<file path="config.mk">
export PLATFORM = sky130hd
export DESIGN_NAME = atx_pll_recal_master
export DESIGN_NICKNAME = d
export VERILOG_FILES = /design/src/rtl/atx_pll_recal_master.sv
export SDC_FILE = /design/constraint.sdc
export NUM_CORES = 1
export LEC_CHECK = 0
export CAP_MARGIN = 20
export CORE_ASPECT_RATIO = 0.75
export CORE_MARGIN = 2
export CORE_UTILIZATION = 33
export DETAILED_ROUTE_END_ITERATION = 8
export GPL_TIMING_DRIVEN = 0
export SLEW_MARGIN = 10
export SYNTH_ARGS = -nofsm -noshare
export SYNTH_HDL_FRONTEND = slang
export SYNTH_SLANG_ARGS = --single-unit
</file>
<file path="constraint.sdc">
create_clock -name reconfig_clk -period 2 [get_ports reconfig_clk]
set_input_delay 0.4 -clock reconfig_clk [delete_from_list [all_inputs] [get_ports reconfig_clk]]
set_output_delay 0.4 -clock reconfig_clk [all_outputs]
set_load 0.05 [all_outputs]
</file>
<file path="src/rtl/atx_pll_recal_master.sv">
// ATX PLL recalibration master.
// Runs one recalibration sequence over an Avalon-MM reconfiguration port:
// request the bus, poll until the arbiter grants it, set the recal bit with a
// read-modify-write, release the bus, then follow the PLL calibration-busy
// handshake.
// Optional feature macro: ATX_RECAL_TIMEOUT_EN adds a per-phase wait timeout
// that forces the error state. Without it the wait phases never time out.
module atx_pll_recal_master #(
   parameter int unsigned TIMEOUT_CYCLES = 1048576,
   parameter int unsigned POLL_GAP       = 16
) (
   input  logic        reconfig_clk,
   input  logic        reconfig_reset_n,
   input  logic        recal_start,
   output logic        recal_busy,
   output logic        recal_done,
   output logic        recal_error,
   output logic        reconfig_write,
   output logic        reconfig_read,
   output logic [10:0] reconfig_address,
   output logic [31:0] reconfig_writedata,
   input  logic [31:0] reconfig_readdata,
   input  logic        reconfig_waitrequest,
   input  logic        pll_cal_busy
);

   localparam logic [10:0] AddrArb  = 11'h000;
   localparam logic [10:0] AddrStat = 11'h280;
   localparam logic [10:0] AddrCal  = 11'h100;
   localparam int unsigned GapW = (POLL_GAP > 1) ? $clog2(POLL_GAP) : 1;

   typedef enum logic [3:0] {
      StIdle,
      StReqBus,
      StPollRd,
      StPollGap,
      StRmwRd,
      StRmwWr,
      StRelease,
      StWaitHi,
      StWaitLo,
      StDone,
      StErr
   } state_e;

   state_e            state_q, state_d;
   logic [GapW-1:0]   gap_cnt_q, gap_cnt_d;
   logic [31:0]       rmw_data_q, rmw_data_d;
   logic              cal_meta_q, cal_sync_q;
   logic              xfer_done;

   // A transfer completes in the first cycle with a command up and no waitrequest.
   assign xfer_done = (reconfig_read | reconfig_write) & ~reconfig_waitrequest;

`ifdef ATX_RECAL_TIMEOUT_EN
   localparam int unsigned TmoW = (TIMEOUT_CYCLES > 1) ? $clog2(TIMEOUT_CYCLES) : 1;

   logic [TmoW-1:0] tmo_cnt_q, tmo_cnt_d;
   logic            tmo_state;
   logic            tmo_hit;

   assign tmo_state = (state_q == StPollRd) || (state_q == StPollGap) ||
                      (state_q == StWaitHi) || (state_q == StWaitLo);
   assign tmo_hit   = (32'(tmo_cnt_q) == TIMEOUT_CYCLES - 32'd1);

   // Timeout counter register.
   always_ff @(posedge reconfig_clk) begin
      if (!reconfig_reset_n) begin
         tmo_cnt_q <= '0;
      end else begin
         tmo_cnt_q <= tmo_cnt_d;
      end
   end
`endif

   // Two-flop synchronizer for the asynchronous calibration-busy flag.
   always_ff @(posedge reconfig_clk) begin
      if (!reconfig_reset_n) begin
         cal_meta_q <= 1'b0;
         cal_sync_q <= 1'b0;
      end else begin
         cal_meta_q <= pll_cal_busy;
         cal_sync_q <= cal_meta_q;
      end
   end

   // State, poll-gap counter and read-modify-write data registers.
   always_ff @(posedge reconfig_clk) begin
      if (!reconfig_reset_n) begin
         state_q    <= StIdle;
         gap_cnt_q  <= '0;
         rmw_data_q <= '0;
      end else begin
         state_q    <= state_d;
         gap_cnt_q  <= gap_cnt_d;
         rmw_data_q <= rmw_data_d;
      end
   end

   // Next-state logic; the gap counter only runs inside StPollGap.
   always_comb begin
      state_d    = state_q;
      gap_cnt_d  = '0;
      rmw_data_d = rmw_data_q;
      case (state_q)
         StIdle: begin
            if (recal_start) state_d = StReqBus;
         end
         StReqBus: begin
            if (xfer_done) state_d = StPollRd;
         end
         StPollRd: begin
            if (xfer_done) state_d = reconfig_readdata[2] ? StPollGap : StRmwRd;
         end
         StPollGap: begin
            if (32'(gap_cnt_q) >= POLL_GAP - 32'd1) begin
               state_d = StPollRd;
            end else begin
               gap_cnt_d = gap_cnt_q + 1'b1;
            end
         end
         StRmwRd: begin
            if (xfer_done) begin
               rmw_data_d = reconfig_readdata;
               state_d    = StRmwWr;
            end
         end
         StRmwWr: begin
            if (xfer_done) state_d = StRelease;
         end
         StRelease: begin
            if (xfer_done) state_d = StWaitHi;
         end
         StWaitHi: begin
            if (cal_sync_q) state_d = StWaitLo;
         end
         StWaitLo: begin
            if (!cal_sync_q) state_d = StDone;
         end
         StDone: begin
            state_d = StIdle;
         end
         StErr: begin
            if (recal_start) state_d = StReqBus;
         end
         default: begin
            state_d = StIdle;
         end
      endcase
`ifdef ATX_RECAL_TIMEOUT_EN
      // Polling and gap share one budget; every other entry restarts the count.
      tmo_cnt_d = '0;
      if (tmo_state) begin
         if (tmo_hit) begin
            state_d = StErr;
         end else if ((state_d == state_q) || (state_d == StPollRd) ||
                      (state_d == StPollGap)) begin
            tmo_cnt_d = tmo_cnt_q + 1'b1;
         end
      end
`endif
   end

   // Bus commands and status decoded from the current state only, so they hold
   // steady under waitrequest and drop at the reset edge.
   always_comb begin
      reconfig_write     = 1'b0;
      reconfig_read      = 1'b0;
      reconfig_address   = '0;
      reconfig_writedata = '0;
      recal_done         = 1'b0;
      recal_busy         = (state_q != StIdle) && (state_q != StDone) && (state_q != StErr);
`ifdef ATX_RECAL_TIMEOUT_EN
      recal_error        = (state_q == StErr);
`else
      recal_error        = 1'b0;
`endif
      case (state_q)
         StReqBus: begin
            reconfig_write     = 1'b1;
            reconfig_address   = AddrArb;
            reconfig_writedata = 32'h0000_0002;
         end
         StPollRd: begin
            reconfig_read    = 1'b1;
            reconfig_address = AddrStat;
         end
         StRmwRd: begin
            reconfig_read    = 1'b1;
            reconfig_address = AddrCal;
         end
         StRmwWr: begin
            reconfig_write     = 1'b1;
            reconfig_address   = AddrCal;
            reconfig_writedata = rmw_data_q | 32'h0000_0002;
         end
         StRelease: begin
            reconfig_write     = 1'b1;
            reconfig_address   = AddrArb;
            reconfig_writedata = 32'h0000_0001;
         end
         StDone: begin
            recal_done = 1'b1;
         end
         default: begin
         end
      endcase
   end

endmodule

</file>
=== Yosys cells after proc, flatten, opt, wreduce, memory -nomap -nowiden ===
Index checks and enable logic that the tools add are counted.

* Logic and storage cells: 60
* Flip-flop bits (word level): 42
* Output and inout bits: 48
* Input port bits: 37

* Reduce and logical (&&, ||, !) cells: 11
* Order comparisons: 1
* Add/subtract/negate cells: 1
* Multiplexer cells: 16
* Bitwise logic cells: 5
* Equality and inequality tests: 21

{| class="wikitable"
|+ Operators with widths
! cell !! number
|-
| 32-bit case mux with 3 select lines || 1
|-
| 4-bit 2-to-1 mux || 9
|-
| 4-bit case mux with 9 select lines || 1
|-
| 10-bit case mux with 2 select lines || 1
|-
| 4-bit by 3-bit == test with 1-bit output, second input constant || 4
|-
| 2-bit != test, second input constant || 8
|-
| 4-bit == test, second input constant || 3
|-
| 9-bit AND reduction || 1
|-
| 4-bit by 2-bit == test with 1-bit output, second input constant || 2
|-
| 4-bit != test, second input constant || 2
|-
| 2-bit OR reduction || 3
|-
| 3-bit OR reduction || 2
|-
| 4-bit by 1-bit adder with 4-bit output, second input constant || 1
|-
| 4-bit by 1-bit == test with 1-bit output, second input constant || 1
|-
| 4-bit >= comparator, second input constant || 1
|-
| 4-bit zero test || 1
|-
| 4-bit nonzero test || 1
|-
| 1-bit 2-to-1 mux || 3
|-
| 3-bit 2-to-1 mux || 1
|-
| 1-bit inverter || 3
|-
| 1-bit logical AND || 2
|-
| 2-bit by 1-bit != test with 1-bit output, second input constant || 1
|-
| 2-bit AND reduction || 1
|-
| 1-bit bitwise AND || 1
|-
| 1-bit bitwise OR || 1
|}

=== Longest topological paths before layout ===
Gate-level depths: netlist (run 1).

* Word-level depth: 7
* Depth in mapped cells: 7
* Depth with buffers taken out: 5

=== Least setup slack after synthesis (run 1) ===
Ideal clock, no wire load.

* Kind: register to output
* Start: register state_q[0]
* End: output reconfig_address[9]
* Stages on the path, launching flop included: 5
* Setup slack: -541 ps
* Data arrival time: 2141 ps
* Path buffers: 3
* Required time: 1600 ps
* Cells stage by stage: dfxtp_1 -> buf_2 -> buf_1 -> nor3_1 -> buf_4

* Word-level cells in the longest chain between the ends: 3
* Elaborated cells between the ends (all ways): 5
* Classes of those cells: 3 x eq/ne; 1 x mux; 1 x reduce/logical

{| class="wikitable"
|+ Ends and longest elaborated chain
! element !! line !! text
|-
| start, declared || 46 || <nowiki>state_e state_q, state_d;</nowiki>
|-
| start signal, assigned || 90 || <nowiki>state_q <= StIdle;</nowiki>
|-
| start signal, assigned || 94 || <nowiki>state_q <= state_d;</nowiki>
|-
| 4-bit by 3-bit == test with 1-bit output || 178 || <nowiki>case (state_q)</nowiki>
|-
| 2-bit OR reduction (no source line) || -- ||
|-
| 10-bit case mux with 2 select lines * || 178 ||
|-
| end, declared || 20 || <nowiki>output logic [10:0] reconfig_address,</nowiki>
|}

Mark *: on every way between the ends. The rest lies on a longest branch, timed or not.

=== Final worst setup path (run 1) ===
* Start: register state_q[3]
* End: output reconfig_writedata[21]

* Word-level cells in the longest chain between the ends: 2
* Elaborated cells between the ends (all ways): 4
* Classes of those cells: 3 x eq/ne; 1 x mux

{| class="wikitable"
|+ Ends and longest elaborated chain
! element !! line !! text
|-
| 4-bit by 3-bit == test with 1-bit output / 4-bit by 1-bit == test with 1-bit output (equally long branches) || 178 ||
|-
| 32-bit case mux with 3 select lines * || 178 ||
|-
| end, declared || 21 || <nowiki>output logic [31:0] reconfig_writedata,</nowiki>
|}

Marks and branches as above.

==> impl_metrics.csv, run 1 <==
group,metric,value,unit
die,initial_core_util,0.3392,
drt,first_iter_violations,60,
yosys,yosys_warnings,0,
drt,dr.pass1.iters,4,
run_status,outcome,"complete, no violations",
global_routing,met2_usage,0.2207,
power_and_ir_drop,ir_worst_vdd,0.3598,mV
setup_path,slowest_stage,"dfxtp_4",
die,chipHeight,73.45,um
cts,htreeDepth,2,
global_routing,grt_usage,0.1534,
sta,fmax,513.7,MHz
yosys,ys_seq_area_frac,0.3868,
cts,cts.clk_slew.worst_paths,0.08,ns
global_routing,grt_pass1_wl,8280,um
sta,min_period,1.947,ns
die,ios,85,
setup_path,critical_path_class,"flip-flop to output port",
sta,slew_viol_final,0,
global_routing,met1_usage,0.2199,
setup_path,start_kind,"flip-flop",
drt,antenna_left,0,
drt,vias,1998,
global_routing,antenna_found_initial,0,
cts,numCtsBuffers,5,
final_layout,fillers,598,
cts,tritoncts,"yes",
power_and_ir_drop,power_density,622.0,nW/um^2
setup_path,crit_path_end_kind,"output port",
placement,post-dp-hpwl,4023,um
die,core_area,6256,um^2
drt,drcViolationCount,0,
placement,gp_congestion,0.7540,
die,die_w,96.60,um
final_layout,postLayoutCoreUtil,0.5396,
sta,worst_slew_pin_slew,0.5313,ns
cts,clockRootBuffer,"clkbuf_8",
worst_hold_path,hp-class,"flip-flop to flip-flop",
final_layout,drive_gt1_frac,0.2936,
sta,final-hold-violation-count,0,
cts,ctsHoldBuffers,0,
cts,cts_sinks,41,
sta,setup_ws,0.05335,ns
sta,finalSetupViolations,0,
die,die-area,7094,um^2
drt,wl,5638,um
drt,wl_per_cell,12.76,um
sta,fin_crit_sh,0.9733,
cts,clock_latency,0.30,ns
setup_path,cp_top_family,"simple AND/OR/NAND/NOR gates",
global_routing,gr-total-overflow,0,
yosys,ys_seq_elements,41,
final_layout,syn_to_final_growth,59.08,%
setup_path,cp_max_fo,10,
sta,relSlewSlack,0.6447,
die,rows,25,
placement,dpl_worst_slack,-0.6360,ns
setup_path,crit_arrival,1.55,ns
setup_path,critPathMaxStageDelay,0.39,ns
yosys,ys_types,42,
global_routing,grt_max_degree,15,
placement,port_buffers,74,
cts,cts.path.max_buffers,2,
global_routing,grt_pass1_vias,1700,
final_layout,final_nets,398,
drt,vias_per_cell,4.520,
yosys,synthesis.area,2122,um^2
job,drv_cap,0,
sta,worst_clock_skew,0.007632,ns
power_and_ir_drop,leakage,1.363,nW
final_layout,diodes,0,
setup_path,worstPathCellList,"nand2b_4, nor2_4, buf_12, clkbuf_16, and2_4, buf_8",
setup_path,path_buf_inv,3,
global_routing,grtUsageMet3,0.04923,
yosys,synth.avg_cell_area,7.948,um^2
global_routing,grt_busiest_layer,"met2",
setup_path,crit_required,1.60,ns
yosys,syn_inst,267,
worst register-to-register path, cell delays in order, from the launching register on:
cell      delay [ns]
dfxtp_1         0.38
ha_1            0.23
nand3_1         0.14
o211a_1         0.29
a211oi_2        0.26
mux2i_1         0.21
through the flow:
step           total power [mW]  area, um^2  setup TNS, ns  hold slack [ns]  std cells
3_3_place_gp              1.281        3009         -19.67           0.4253        430
5_1_grt                   2.186        3376       -0.03615           0.4602        442
2_1_floorplan             1.130        2167       -0.05764           0.4119        275
3_5_place_dp              1.280        3009         -20.18           0.4263        430
4_1_cts                   2.091        3179              0           0.4516        439
6_report                  2.100        3376              0           0.4501        442
per-layer routing:
layer | wire [um] | vias up
met5 | 0 | -
met1 | 2836 | 901
met3 | 337 | 6
met4 | 56 | 0
li1 | - | 1041
met2 | 2407 | 50
cell usage in the layout, fill, tap and decap left out, types with 2 or more instances in the layout:
cell              n
nand2_1          67
dfxtp_1          39
clkdlybuf4s50_1  35
buf_6            31
a21boi_1         30
and2_4           18
buf_4            15
and2_1           14
buf_2             9
nor2_1            9
conb_1            9
buf_8             8
a21oi_1           6
clkbuf_8          5
o21ai_0           4
inv_1             3
nor2b_1           3
nand2b_1          3
clkbuf_1          3
nor3b_1           3
nand2b_4          2
a211oi_2          2
or3_1             2
nand3_1           2
a21boi_0          2
o21a_1            2
o31ai_1           2
bufinv_16         2
clkbuf_16         2
state kept, by name, indices dropped and copies added, names as in the netlist:
| register | flops |
|---|---|
| cal_meta_q | 1 |
| cal_sync_q | 1 |
| gap_cnt_q | 4 |
| rmw_data_q | 31 |
| state_q | 4 |
final timing paths:
check / from / to / slack (ns) / depth (start not counted)
max: state_q[3] / reconfig_writedata[21] / 0.05 / 6
min: cal_meta_q / cal_sync_q / 0.45 / 1
max reg2reg: gap_cnt_q[0] / state_q[2] / 0.42 / 5
min reg2reg: cal_meta_q / cal_sync_q / 0.45 / 1
final cells by class:
class	count	area, um^2	share of cell area
clock buffer	5	68.82	0.02039
multi-input combinational	200	1204	0.3566
inverter	3	11.26	0.003336
buffer	30	240.2	0.07116
sequential	41	825.8	0.2446
tap	81	101.3	0.03002
clock inverter	3	68.82	0.02039
timing repair buffer	79	855.8	0.2535
power by group:
part           internal, mW  total (mW)  switching (mW)
logic                 0.194       0.450           0.256
registers             0.830       0.839         0.00947
clock network         0.502       0.810           0.308
total                  1.53        2.10           0.574
synth_stat cells:
library cell | count | share of area
nand4b_1 | 1 | 0.0041
nand2_1 | 67 | 0.12
xnor2_1 | 1 | 0.0041
a22o_1 | 1 | 0.0041
o31ai_1 | 2 | 0.0071
or3_1 | 2 | 0.0059
buf_6 | 4 | 0.021
a2111oi_0 | 1 | 0.0041
a211oi_2 | 1 | 0.0059
dfxtp_1 | 41 | 0.39
nor2_1 | 11 | 0.019
nand2b_4 | 1 | 0.0065
o32ai_1 | 1 | 0.0041
ha_1 | 1 | 0.0059
o2bb2ai_1 | 1 | 0.0041
or4_1 | 1 | 0.0035
nor2b_1 | 3 | 0.0088
a311oi_1 | 1 | 0.0041
conb_1 | 1 | 0.0018
o211ai_1 | 1 | 0.0035
mux2i_1 | 1 | 0.0047
nand2b_1 | 4 | 0.012
inv_1 | 3 | 0.0053
a21oi_1 | 6 | 0.014
a211oi_1 | 1 | 0.0035
buf_2 | 8 | 0.019
xor2_1 | 1 | 0.0041
buf_4 | 10 | 0.035
nor3b_1 | 4 | 0.014
o211a_1 | 1 | 0.0047
a21boi_1 | 30 | 0.11
o21ai_0 | 4 | 0.0094
nor4_2 | 1 | 0.0059
a21o_1 | 1 | 0.0035
clkbuf_1 | 7 | 0.012
buf_1 | 2 | 0.0035
a21boi_0 | 2 | 0.0071
o21a_1 | 2 | 0.0071
nor3_1 | 1 | 0.0024
and3_1 | 1 | 0.0029
and2_1 | 32 | 0.094
nand3_1 | 2 | 0.0047
repair_timing:
action	4_1_cts	5_1_grt
cloned	1	2
pin swaps	1	1
gates resized for setup	256	52
buffers inserted	0	2
setup endpoints to repair	39	36
cell families after synthesis:
group                    synth area share
AO/OA/AOI/OAI                      0.1928
XOR/XNOR                         0.008256
adder cells (fa/ha/maj)          0.005895
buffers and inverters             0.09670
flip-flops                         0.3868
multiplexers                     0.004717
other                            0.001767
AND/OR/NAND/NOR                    0.3031
(Power assumes the default switching activity.)
==> run 2, diff against run 1 <==
--- a/config.mk
+++ b/config.mk
@@ -7,7 +7,7 @@
 export LEC_CHECK = 0
 export CAP_MARGIN = 20
 export CORE_ASPECT_RATIO = 0.75
-export CORE_MARGIN = 2
+export CORE_MARGIN = 3
 export CORE_UTILIZATION = 33
 export DETAILED_ROUTE_END_ITERATION = 8
 export GPL_TIMING_DRIVEN = 0
==> run 2 against run 1 <==
Compared with the run above:
- clock skew shrank 0.0033 ns
- final cell count shrank 1.1%
- register-to-register slack gained 0.03 ns
- critical path depth is the same
- power shrank 5.6%
- combinational power shrank 2%
- design area shrank 2.0%
- die area grew 4.9%
- critical path type unchanged
==> impl_metrics.csv, run 2 (synthesized netlist as in run 1, its figures left out) <==
group,metric,value,unit
drt,wl_per_cell,13.43,um
die,chipHeight,75.45,um
sta,min_period,1.981,ns
die,die-area,7439,um^2
final_layout,most-common-layout-cells,"nand2_1 (67), dfxtp_1 (40), clkdlybuf4s50_1 (35)",
drt,vias_per_cell,4.524,
cts,clock_latency,0.29,ns
drt,wirelength_met1,2929,um
setup_path,crit_top_cell,"buf_6",
setup_path,critical_path_class,"flip-flop to output port",
final_layout,postLayoutCoreUtil,0.5508,
setup_path,crit_arrival,1.58,ns
placement,post-dp-hpwl,4281,um
sta,finalSetupViolations,0,
power_and_ir_drop,pwr-share-clk,0.354,
final_layout,drive_gt1_frac,0.2925,
placement,place_area,3005,um^2
final_layout,final_common_cell,"nand2_1",
final_layout,fillers,593,
drt,dr.max_layer_used,"met4",
power_and_ir_drop,power.total,1.981,mW
final_layout,largest_register_ffs,31,
cts,numCtsBuffers,5,
global_routing,antenna_found_initial,0,
cts,htreeDepth,2,
die,ios,85,
job,drv_cap,0,
global_routing,grt_max_degree,14,
setup_path,start_kind,"flip-flop",
power_and_ir_drop,p_seq_frac,0.424,
drt,route.met2.wl,2433,um
worst_hold_path,whs_path_depth,1,
drt,antenna_left,0,
power_and_ir_drop,power_switching,0.5610,mW
cts,cts.clk_slew.worst_paths,0.08,ns
sta,slew_viol_final,0,
power_and_ir_drop,leakage,1.333,nW
placement,gp_congestion,0.8603,
sta,hold_ws,0.4459,ns
drt,dr.pass1.iters,4,
final_layout,syn_to_final_growth,55.90,%
sta,relSlewSlack,0.6300,
final_layout,seq_area,824.5,um^2
final_layout,final_nets,396,
global_routing,grt_pass1_vias,1879,
setup_path,worstPathCellList,"buf_6, nand2b_4, nor2_4, clkbuf_8, and2_1, buf_6",
power_and_ir_drop,p_sw_frac,0.2832,
cts,cts.path.max_buffers,2,
placement,dpl_worst_slack,-0.6472,ns
setup_path,slowest_stage,"dfxtp_1",
final_layout,largest_register,"rmw_data_q",
final_layout,finalNonFillerCells,437,
setup_path,crit_path_end_kind,"output port",
power_and_ir_drop,internal_power,1.420,mW
worst_hold_path,hp-class,"flip-flop to flip-flop",
die,core_area,6006,um^2
sta,fin_crit_sh,0.9903,
power_and_ir_drop,ir_worst_vdd,0.2704,mV
drt,first_iter_violations,94,
sta,fmax,504.9,MHz
final_layout,largestRegisters,"rmw_data_q x31, gap_cnt_q x4, state_q x4",
die,rows,24,
drt,wl,5868,um
final_layout,multi_input_area,1211,um^2
setup_path,crit_required,1.60,ns
setup_path,reg2reg_depth,5,
sta,worst_slew_pin_slew,0.5533,ns
cts,ctsHoldBuffers,0,
run_status,outcome,"complete, no violations",
cts,clockRootBuffer,"clkbuf_8",
global_routing,grt_pass1_wl,9466,um
power_and_ir_drop,pwr-share-comb,0.223,
placement,port_buffers,74,
sta,final-hold-violation-count,0,
global_routing,gr-total-overflow,0,
placement,dpl.cell_count,427,
power_and_ir_drop,power_density,598.9,nW/um^2
sta,worst_clock_skew,0.004374,ns
sta,rsz0062_at_grt,"true",
drt,dr_wl_met3,438,um
cts,tritoncts,"yes",
drt,vias,1977,
final_layout,post-route-cell-area,3308,um^2
die,die_w,98.60,um
setup_path,cp_max_fo,10,
setup_path,critPathMaxStageDelay,0.31,ns
global_routing,grt_usage,0.1640,
drt,drcViolationCount,0,
cts,cts_sinks,41,
die,initial_core_util,0.3533,
sta,setup_ws,0.01933,ns
final_layout,diodes,0,
sta,fin_setup_tns,0,ns
## run 2: layout make-up
cell class,instances,share of cell area
Inverter,3,0.003404
Sequential cell,41,0.2492
Timing Repair Buffer,76,0.2443
Multi-Input combinational cell,200,0.3661
Tap cell,78,0.02950
Clock inverter,2,0.01135
Buffer,31,0.07110
Clock buffer,6,0.02496
## run 2: power by group through the flow
stage | Combinational [mW] | Sequential (mW) | Clock (mW)
after floorplan | 0.275 | 0.855 | 0
after global placement | 0.427 | 0.857 | 0
after detailed placement | 0.424 | 0.857 | 0
after CTS | 0.430 | 0.839 | 0.725
after global routing | 0.473 | 0.841 | 0.757
final | 0.441 | 0.839 | 0.701
## run 2: what timing repair did
| item | CTS | global route |
|---|---|---|
| gates resized for setup | 238 | 82 |
| gates cloned | 1 | 0 |
| buffers inserted | 1 | 1 |
| setup endpoints to repair | 39 | 39 |
| pin swaps | 1 | 8 |
## run 2: worst paths after layout
check             slack [ns]          from               endpoint
hold reg to reg         0.45    cal_meta_q             cal_sync_q
setup / recovery        0.02    state_q[3]  reconfig_writedata[2]
setup reg to reg        0.45  gap_cnt_q[0]             state_q[2]
hold / removal          0.45    cal_meta_q             cal_sync_q
## run 2: routing by layer
| layer | vias to the layer above | global-route usage |
|---|---|---|
| met3 | 7 | 0.05032 |
| li1 | 1029 | - |
| met1 | 879 | 0.2388 |
| met2 | 62 | 0.2345 |
| met4 | 0 | 0.04545 |
| met5 | - | 0 |
## run 2: critical path: cells and delay by family, from the launching register on
| family | cells | cell delay (ns) |
|---|---|---|
| flops | 1 | 0.31 |
| buf+inv | 3 | 0.47 |
| simple gates | 3 | 0.49 |
==> run 3, diff against run 2 <==
--- a/config.mk
+++ b/config.mk
@@ -6,11 +6,14 @@
 export NUM_CORES = 1
 export LEC_CHECK = 0
 export CAP_MARGIN = 20
+export CELL_PAD_IN_SITES_DETAIL_PLACEMENT = 1
+export CELL_PAD_IN_SITES_GLOBAL_PLACEMENT = 1
 export CORE_ASPECT_RATIO = 0.75
 export CORE_MARGIN = 3
-export CORE_UTILIZATION = 33
+export CORE_UTILIZATION = 27
 export DETAILED_ROUTE_END_ITERATION = 8
 export GPL_TIMING_DRIVEN = 0
+export PLACE_DENSITY_LB_ADDON = 0.1
 export SLEW_MARGIN = 10
 export SYNTH_ARGS = -nofsm -noshare
 export SYNTH_HDL_FRONTEND = slang
==> constraint.sdc (replaced) <==
create_clock -name reconfig_clk -period 1.72 [get_ports reconfig_clk]
set_input_delay 0.344 -clock reconfig_clk [delete_from_list [all_inputs] [get_ports reconfig_clk]]
set_output_delay 0.344 -clock reconfig_clk [all_outputs]
set_load 0.05 [all_outputs]
==> run 3 against run 2 <==
Compared with the run above:
- the run now ends with setup timing left
- non-clock buffer count grew 17
- die area increased by 21%
- design area up 13%
- setup slack got worse by 0.17 ns
- via count is 7.4% higher
- combinational power is 51% higher
- global-route usage down 0.42 points
- hold slack improved by 0.0023 ns
- power rose by 15%
- clock power down 11%
- clock skew is 0.0010 ns higher
==> impl_metrics.csv, run 3 (synthesized netlist as in run 1, its figures left out) <==
group,metric,value,unit
final_layout,syn_to_final_growth,75.41,%
die,die-area,8970,um^2
cts,cts.path.max_buffers,2,
global_routing,grt_max_degree,12,
sta,min_period,1.868,ns
setup_path,critical_path_class,"flip-flop to output port",
sta,fin_crit_sh,1.086,
placement,place_area,3088,um^2
global_routing,grt_pass1_vias,2133,
setup_path,crit_arrival,1.52,ns
run_status,outcome,"finished with violations",
sta,finalSetupViolations,34,
final_layout,diodes,0,
setup_path,crit_required,1.38,ns
drt,antenna_left,0,
final_layout,most-common-layout-cells,"nand2_1 (67), dfxtp_1 (37), buf_8 (36)",
cts,cts.clk_slew.worst_paths,0.08,ns
drt,wl_per_cell,15.18,um
global_routing,grt_usage,0.1598,
die,chipHeight,82.78,um
final_layout,drive_gt1_frac,0.3803,
cts,cts_sinks,41,
setup_path,cp_max_fo,6,
power_and_ir_drop,power_density,610.0,nW/um^2
cts,tritoncts,"yes",
global_routing,antenna_found_initial,0,
setup_path,start_kind,"flip-flop",
drt,vias_per_cell,4.453,
run_status,violations,"setup timing",
sta,final-hold-violation-count,0,
sta,rsz0062_at_grt,"true",
sta,fmax,535.5,MHz
setup_path,crit_path_end_kind,"output port",
sta,slew_viol_final,0,
setup_path,reg2reg_depth,7,
final_layout,final_nets,413,
final_layout,largest_register,"rmw_data_q",
worst_hold_path,hp-class,"flip-flop to flip-flop",
drt,vias,2124,
worst_hold_path,whs_endpoint,"cal_sync_q",
die,core_area,7500,um^2
cts,clockRootBuffer,"clkbuf_8",
final_layout,largestRegisters,"rmw_data_q x31, gap_cnt_q x4, state_q x4",
global_routing,gr-total-overflow,0,
placement,post-dp-hpwl,4729,um
die,rows,27,
setup_path,crit_start,"state_q[1]",
power_and_ir_drop,leakage,1.484,nW
placement,gp_congestion,0.8655,
sta,setup_ws,-0.1475,ns
die,initial_core_util,0.2829,
sta,worst_clock_skew,0.005424,ns
power_and_ir_drop,ir_worst_vdd,0.3675,mV
setup_path,rrSetupSlack,0.02,ns
final_layout,postLayoutCoreUtil,0.4963,
power_and_ir_drop,power.total,2.271,mW
job,drv_cap,0,
setup_path,worst_r2r_endpoint,"rmw_data_q[25]",
cts,clock_latency,0.30,ns
die,die_w,108.4,um
final_layout,final_common_cell,"nand2_1",
placement,port_buffers,74,
drt,first_iter_violations,64,
global_routing,grt_pass1_wl,10840,um
final_layout,post-route-cell-area,3722,um^2
drt,drcViolationCount,0,
drt,dr.pass1.iters,4,
final_layout,largest_register_ffs,31,
drt,wl,7242,um
setup_path,r2r-start,"state_q[0]",
worst_hold_path,whs_path_depth,1,
cts,numCtsBuffers,5,
die,ios,85,
worst_hold_path,holdCritStartpoint,"cal_meta_q",
final_layout,fillers,863,
cts,htreeDepth,2,
-- run 3: cell types whose count changed in the layout (fill, tap and decap cells not counted), sizes merged --
cell           previous run  this run
dlymetal6s2s              0         1
clkinvlp                  1         0
bufinv                    1         0
buf                      64        85
clkdlybuf4s50            35        34
clkbuf                   14        12
-- run 3: routing by layer --
metal / global-route usage / wire [um] / share of wire
met3: 0.04486 / 455 / 0.063
met5: 0 / 0 / 0
met1: 0.1987 / 3330 / 0.46
met2: 0.2705 / 3381 / 0.47
met4: 0.05170 / 75 / 0.010
-- run 3: per-stage QoR --
stage                TNS, ns  hold slack (ns)  setup slack, ns  cells
floorplan           -0.09062           0.4119         -0.03746    275
global placement      -38.49           0.4165          -0.9792    450
detailed placement    -38.16           0.4342          -0.9679    450
CTS                   -4.913           0.4534          -0.1850    474
global route          -6.447           0.4760          -0.2060    477
finish                -4.329           0.4483          -0.1475    477
-- run 3: repair_timing --
action,CTS,global route
buffers inserted,14,3
setup endpoints to repair,39,51
cloned,3,1
pin swaps,21,11
gates resized for setup,344,49
hold buffers,0,0
-- run 3: power by group --
part | total, mW | switching [mW] | internal (mW)
combinational | 0.667 | 0.361 | 0.307
clock | 0.625 | 0.336 | 0.289
sequential | 0.979 | 0.0141 | 0.964
total | 2.27 | 0.710 | 1.56
-- run 3: cell type report --
class / instances / area [um^2] / area share
Multi-Input combinational cell: 200 / 1316 / 0.3536
Tap cell: 101 / 126.4 / 0.03395
Timing Repair Buffer: 95 / 1102 / 0.2961
Inverter: 3 / 11.26 / 0.003025
Clock buffer: 8 / 80.08 / 0.02151
Sequential cell: 41 / 833.3 / 0.2239
Buffer: 29 / 252.7 / 0.06790
-- run 3: critical path, stage by stage (launching register included) --
cell      delay (ns)
dfxtp_4         0.36
nand2b_4        0.16
nor2_4          0.14
buf_12          0.15
buf_8           0.12
and2_4          0.15
buf_8           0.14
-- run 3: how the worst max path moves through the flow --
stage          cells past startpoint                     end  slack, ns
3_5_place_dp                       6   reconfig_writedata[2]      -0.97
5_1_grt                            6  reconfig_writedata[21]      -0.21
2_1_floorplan                      3           reconfig_read      -0.04
3_3_place_gp                       6   reconfig_writedata[2]      -0.98
6_report                           6  reconfig_writedata[14]      -0.15
4_1_cts                            6  reconfig_writedata[31]      -0.19
